## config.mk

```make
export PLATFORM = sky130hd
export DESIGN_NAME = l2_cpu_req_arbiter
export DESIGN_NICKNAME = d
export VERILOG_FILES = /design/src/rtl/l2_cpu_req_arbiter.sv
export SDC_FILE = /design/constraint.sdc
export NUM_CORES = 1
export LEC_CHECK = 0
export BUFFER_PORTS_ARGS = -buffer_cell sky130_fd_sc_hd__buf_2
export CAP_MARGIN = 0
export CORE_AREA = 4 4 237 239
export CTS_BUF_LIST = sky130_fd_sc_hd__clkbuf_4 sky130_fd_sc_hd__clkbuf_8
export CTS_CLUSTER_DIAMETER = 120
export DETAILED_ROUTE_END_ITERATION = 6
export DIE_AREA = 0 0 241 243
export PLACE_DENSITY = 0.36
export SYNTH_ARGS = -nofsm -noshare
export SYNTH_HDL_FRONTEND = slang
export SYNTH_SLANG_ARGS = --single-unit
```

## constraint.sdc

```tcl
create_clock -name i_clk -period 3.8 [get_ports i_clk]
set_input_delay 0.38 -clock i_clk [delete_from_list [all_inputs] [get_ports i_clk]]
set_output_delay 0.38 -clock i_clk [all_outputs]
set_load 0.05 [all_outputs]
```

## src/rtl/l2_cpu_req_arbiter.sv

```systemverilog
// l2_cpu_req_arbiter: shares the L2 CPU request and read-response channels between
// requester 0 (core) and requester 1 (accelerator/debug port). One owner per transaction,
// grant held across READ_ATOM/WRITE_ATOM pairs.
// Build option: define L2_ARB_RR_EN for round-robin arbitration (default: fixed priority, req 0).
module l2_cpu_req_arbiter #(
  parameter int unsigned ADDR_W = 32,
  parameter int unsigned WORD_W = 32,
  parameter int unsigned LINE_W = 128
) (
  input  logic              i_clk,
  input  logic              i_rst_n,
  // requester 0
  input  logic              i_req_0_valid,
  input  logic [1:0]        i_req_0_cpu_msg,
  input  logic [2:0]        i_req_0_hsize,
  input  logic [1:0]        i_req_0_hprot,
  input  logic [ADDR_W-1:0] i_req_0_addr,
  input  logic [WORD_W-1:0] i_req_0_word,
  output logic              o_req_0_ready,
  output logic              o_rsp_0_valid,
  output logic [LINE_W-1:0] o_rsp_0_line,
  input  logic              i_rsp_0_ready,
  // requester 1
  input  logic              i_req_1_valid,
  input  logic [1:0]        i_req_1_cpu_msg,
  input  logic [2:0]        i_req_1_hsize,
  input  logic [1:0]        i_req_1_hprot,
  input  logic [ADDR_W-1:0] i_req_1_addr,
  input  logic [WORD_W-1:0] i_req_1_word,
  output logic              o_req_1_ready,
  output logic              o_rsp_1_valid,
  output logic [LINE_W-1:0] o_rsp_1_line,
  input  logic              i_rsp_1_ready,
  // L2 request channel
  output logic              o_l2_cpu_req_valid,
  output logic [1:0]        o_l2_cpu_req_data_cpu_msg,
  output logic [2:0]        o_l2_cpu_req_data_hsize,
  output logic [1:0]        o_l2_cpu_req_data_hprot,
  output logic [ADDR_W-1:0] o_l2_cpu_req_data_addr,
  output logic [WORD_W-1:0] o_l2_cpu_req_data_word,
  input  logic              i_l2_cpu_req_ready,
  // L2 read-response channel
  input  logic              i_l2_rd_rsp_valid,
  input  logic [LINE_W-1:0] i_l2_rd_rsp_data_line,
  output logic              o_l2_rd_rsp_ready,
  // debug
  output logic              o_owner,
  output logic              o_locked
);

  localparam logic [1:0] MsgRead      = 2'b00;
  localparam logic [1:0] MsgReadAtom  = 2'b01;
  localparam logic [1:0] MsgWrite     = 2'b10;
  localparam logic [1:0] MsgWriteAtom = 2'b11;

  typedef enum logic [1:0] {StIdle, StIssue, StWaitRsp, StLocked} state_e;

  state_e r_state, w_state_nxt;
  logic   r_owner, w_owner_nxt;
  logic   r_locked, w_locked_nxt;
  logic   w_winner;

  logic              w_own_valid;
  logic [1:0]        w_own_msg;
  logic [2:0]        w_own_hsize;
  logic [1:0]        w_own_hprot;
  logic [ADDR_W-1:0] w_own_addr;
  logic [WORD_W-1:0] w_own_word;
  logic              w_own_rsp_ready;
  logic              w_req_hs;
  logic              w_rsp_hs;

`ifdef L2_ARB_RR_EN
  logic r_last, w_last_nxt;

  // Round-robin: on contention the requester that did not win last time is granted.
  always_comb begin
    if (i_req_0_valid && i_req_1_valid) w_winner = ~r_last;
    else                                w_winner = i_req_1_valid;
  end
`else
  // Fixed priority: requester 0 wins whenever it is valid.
  always_comb begin
    w_winner = ~i_req_0_valid;
  end
`endif

  // Select the current owner's request fields and response-ready.
  always_comb begin
    if (r_owner) begin
      w_own_valid     = i_req_1_valid;
      w_own_msg       = i_req_1_cpu_msg;
      w_own_hsize     = i_req_1_hsize;
      w_own_hprot     = i_req_1_hprot;
      w_own_addr      = i_req_1_addr;
      w_own_word      = i_req_1_word;
      w_own_rsp_ready = i_rsp_1_ready;
    end else begin
      w_own_valid     = i_req_0_valid;
      w_own_msg       = i_req_0_cpu_msg;
      w_own_hsize     = i_req_0_hsize;
      w_own_hprot     = i_req_0_hprot;
      w_own_addr      = i_req_0_addr;
      w_own_word      = i_req_0_word;
      w_own_rsp_ready = i_rsp_0_ready;
    end
  end

  // Channel outputs: request forwarded only in ISSUE, response routed only in WAIT_RSP.
  always_comb begin
    o_l2_cpu_req_valid        = (r_state == StIssue) && w_own_valid;
    o_l2_cpu_req_data_cpu_msg = '0;
    o_l2_cpu_req_data_hsize   = '0;
    o_l2_cpu_req_data_hprot   = '0;
    o_l2_cpu_req_data_addr    = '0;
    o_l2_cpu_req_data_word    = '0;
    if (o_l2_cpu_req_valid) begin
      o_l2_cpu_req_data_cpu_msg = w_own_msg;
      o_l2_cpu_req_data_hsize   = w_own_hsize;
      o_l2_cpu_req_data_hprot   = w_own_hprot;
      o_l2_cpu_req_data_addr    = w_own_addr;
      o_l2_cpu_req_data_word    = w_own_word;
    end
    o_req_0_ready     = (r_state == StIssue) && !r_owner && i_l2_cpu_req_ready;
    o_req_1_ready     = (r_state == StIssue) &&  r_owner && i_l2_cpu_req_ready;
    o_rsp_0_valid     = (r_state == StWaitRsp) && !r_owner && i_l2_rd_rsp_valid;
    o_rsp_1_valid     = (r_state == StWaitRsp) &&  r_owner && i_l2_rd_rsp_valid;
    o_rsp_0_line      = o_rsp_0_valid ? i_l2_rd_rsp_data_line : '0;
    o_rsp_1_line      = o_rsp_1_valid ? i_l2_rd_rsp_data_line : '0;
    // Stray responses outside WAIT_RSP stall here rather than being dropped.
    o_l2_rd_rsp_ready = (r_state == StWaitRsp) && w_own_rsp_ready;
    o_owner           = r_owner;
    o_locked          = r_locked;
    w_req_hs          = o_l2_cpu_req_valid && i_l2_cpu_req_ready;
    w_rsp_hs          = o_l2_rd_rsp_ready && i_l2_rd_rsp_valid;
  end

  // Next-state: grant in IDLE, track atomic lock on accepted requests.
  always_comb begin
    w_state_nxt  = r_state;
    w_owner_nxt  = r_owner;
    w_locked_nxt = r_locked;
`ifdef L2_ARB_RR_EN
    w_last_nxt   = r_last;
`endif
    unique case (r_state)
      StIdle: begin
        if (i_req_0_valid || i_req_1_valid) begin
          w_owner_nxt = w_winner;
`ifdef L2_ARB_RR_EN
          w_last_nxt  = w_winner;
`endif
          w_state_nxt = StIssue;
        end
      end
      StIssue: begin
        if (w_req_hs) begin
          case (w_own_msg)
            MsgRead: w_state_nxt = StWaitRsp;
            MsgReadAtom: begin
              w_locked_nxt = 1'b1;
              w_state_nxt  = StWaitRsp;
            end
            MsgWrite: w_state_nxt = r_locked ? StLocked : StIdle;
            MsgWriteAtom: begin
              w_locked_nxt = 1'b0;
              w_state_nxt  = StIdle;
            end
            default: w_state_nxt = StIdle;
          endcase
        end
      end
      StWaitRsp: begin
        if (w_rsp_hs) w_state_nxt = r_locked ? StLocked : StIdle;
      end
      StLocked: begin
        // Only the owner may continue; the other requester waits for the unlock.
        if (w_own_valid) w_state_nxt = StIssue;
      end
      default: w_state_nxt = StIdle;
    endcase
  end

  // State registers.
  always_ff @(posedge i_clk or negedge i_rst_n) begin
    if (!i_rst_n) begin
      r_state  <= StIdle;
      r_owner  <= 1'b0;
      r_locked <= 1'b0;
`ifdef L2_ARB_RR_EN
      r_last   <= 1'b1;
`endif
    end else begin
      r_state  <= w_state_nxt;
      r_owner  <= w_owner_nxt;
      r_locked <= w_locked_nxt;
`ifdef L2_ARB_RR_EN
      r_last   <= w_last_nxt;
`endif
    end
  end

endmodule

```

==> results.txt <==
Status: completed
Number of global-route vias before repair: 4983
HPWL after DPL: 19.34 mm
Hold Path Stages: 2
Rows: 85
Placed cell count: 1753
CP startpoint kind: flip-flop
Reg2reg path depth: 6
Post-synth top area cell: and2_1
Routed via count: 5356
WP data required: 3.42 ns
RSZ-0062 raised after global routing: false
Worst EP arrival: 2.40 ns
Slew @ Worst Pin: 0.7846 ns
Post-synthesis cell area: 3154 um2
Port-buffer cells: 612
Simple-Gate Fraction of Synth Area: 0.6160
Root Driver: clkbuf_8
Top cells by area, synth: and2_1 (51%), mux2i_1 (23%), nor2_1 (8.9%)
Drt wl/cell: 12.48 um
Top cells by count, synth: and2_1 (256), nor2_1 (75), mux2i_1 (73), clkbuf_1 (27), buf_2 (11)
Worst r2r dst: o_locked
H-tree depth: 1
Routed Wire Length: 21.95 mm
Crit-path max FO: 90
First-pass GRT wire length: 29.65 mm
Clk pwr share: 0.036
Leak Pwr: 4.449 nW
Core Box Area: 53810 um2
Minimum clock period: 2.777 ns
Pre-Repair DR Iteration Count: 6
Ratio of cells with drive above 1 in the final layout: 0.5932
Area grow syn2layout: 122.7%
Die area: 58560 um2
Compound-Gate Fraction of Synth Area: 0.01468
Cell Int Power: 899.4 uW
TNS Setup: 0 ns
Starting Density: 0.05861
Netlist cell types: 23
Skew final: 0.006773 ns
Gpl congestion: 0.8636
CP Launch Point: r_state[0]
Number of register bits inferred by synthesis: 4
Die Wd: 241 um
Worst hold path startpoint: i_req_0_valid
Main combinational cell family by area after synthesis: simple AND/OR/NAND/NOR gates
Post-synth EDFFs: 0
Clock Latency Late Sink: 0.22 ns
Clk buf depth: 2
Max Cap Violations: 0
Sw frac: 0.6899
Slew Limit Fails: 0
Syn_area_per_cell: 6.504 um2
TritonCTS buffer count: 3
I/O pin cnt: 613
GR Overflow Total: 0
Final nets: 1345
DRT antenna net count: 0
CTS tree: yes
Reg-to-Reg Start: o_owner
Switch Pwr: 2.001 mW
Post-synth top flop: dfrtp_1
Resized Gates After CTS: 0
Syn nets: 767
Cell Count, Final, Fillers Out: 1759
Comb power frac: 0.928
Hold Fails Final Rpt: 0
Synth warn: 0
Crit. End Element: output port
XOR/XNOR Fraction of Synth Area: 0
Global Route Usage Sum: 0.06423
Pin count of the biggest net entering global routing: 116
Post-synthesis mux area share: 0.2483
Post-synthesis adder-cell area fraction: 0.01587
Avg Vias per Cell: 3.045
R2r setup slk: 1.62 ns
WS Path Type: reg -> out
Die H: 243 um
Cts-stage hold buffer count: 1
Initial antenna violation count: 2
Max_slew headroom: 0.4770
Initial DRC count: 135
# setup viols final: 0
FFs w/ async S/R, synth: 1.000
Register area share after synthesis: 0.03173
Post-Syn Instances: 485
Clk slew on worst S/H paths: 0.04 ns
Clk sinks: 4
Pwr Density: 412.9 nW/um2
Seq pwr share: 0.036
Final period utilization: 0.7308
Hold crit path type: in -> reg
Worst vdd ir: 0.8531 mV
Yosys top cell area share: 0.5077
DRC Markers: 0
Post-CTS setup buffers: 0
Fmax: 360.1 MHz
Most common cell in the synthesized netlist: and2_1
WHS Endpoint: o_owner
through the flow:
step	worst slack [ns]	area (um2)	total power, mW	utilization	hold slack (ns)
after CTS	0.9618	7022	2.935	0.1305	0.3630
final	1.023	7024	2.900	0.1305	0.3629
after global placement	1.228	6963	2.824	0.1294	0.2011
after global routing	0.8064	7022	3.070	0.1305	0.3815
after detailed placement	1.193	6963	2.823	0.1294	0.2037
after floorplan	1.335	3154	2.186	-	0.08441
final cells by class:
| class | instances | area, um2 |
|---|---|---|
| tap | 696 | 870.8 |
| clock buffer | 4 | 48.80 |
| sequential | 4 | 103.9 |
| timing repair buffer | 618 | 3148 |
| antenna | 1 | 2.502 |
| multi-input combinational | 431 | 2831 |
| inverter | 5 | 18.77 |
| fill | 6270 | 46790 |
routing by layer:
layer	routed length [um]	vias up	share of wire	global-route usage
li1	-	2668	-	-
met1	8045	2354	0.37	0.06787
met2	11730	318	0.53	0.1315
met3	2011	14	0.092	0.01283
met4	150	2	0.0068	0.008270
met5	13	-	0.00059	0
layout by cell type, fill, tap and decap left out, types with 2 or more instances in the layout:
cell / netlist / routed
buf_2: 11 / 612
dfrtp_1: 4 / 3
inv_1: 4 / 4
mux2_4: 2 / 2
buf_4: 6 / 2
buf_12: 0 / 3
nand3_1: 2 / 2
clkbuf_8: 0 / 3
ha_1: 4 / 4
a21oi_1: 3 / 3
nor2b_1: 2 / 2
mux2_2: 2 / 2
nand2_1: 5 / 5
nor2_1: 75 / 74
and2_1: 256 / 256
mux2i_1: 73 / 73
critical path, stage by stage (launching register included):
cell,delay (ns)
dfrtp_1,0.39
inv_1,0.11
ha_1,0.22
and3_2,0.59
buf_12,0.31
and2_1,0.18
buf_2,0.28
power by group through the flow:
stage          registers [mW]  clock network [mW]  logic, mW
2_1_floorplan           0.116                   0       2.07
3_3_place_gp            0.106                   0       2.72
3_5_place_dp            0.106                   0       2.72
4_1_cts                 0.106               0.107       2.72
5_1_grt                 0.109               0.111       2.85
6_report                0.104               0.104       2.69
state kept, by name, indices dropped and copies added, names as in the netlist:
signal	cells
o_owner	1
o_locked	1
r_state	2
worst max-delay path by stage:
stage | to | slack [ns] | cells past startpoint
floorplan | o_rsp_1_line[118] | 1.34 | 4
global route | o_rsp_1_line[13] | 0.81 | 6
detailed placement | o_rsp_1_line[13] | 1.19 | 6
finish | o_rsp_1_line[13] | 1.02 | 6
global placement | o_rsp_1_line[13] | 1.23 | 6
CTS | o_rsp_1_line[13] | 0.96 | 6
cells by family (layout without fill, tap and decap cells):
logic type                 count (synthesis)  count (layout)
buffers and inverters                     50             627
other                                      0               1
adders and majority gates                  4               4
AOI/OAI and AO/OA                          7               7
DFF                                        4               4
and+or+nand+nor                          343             343
muxes                                     77              77
(Power assumes the default switching activity.)
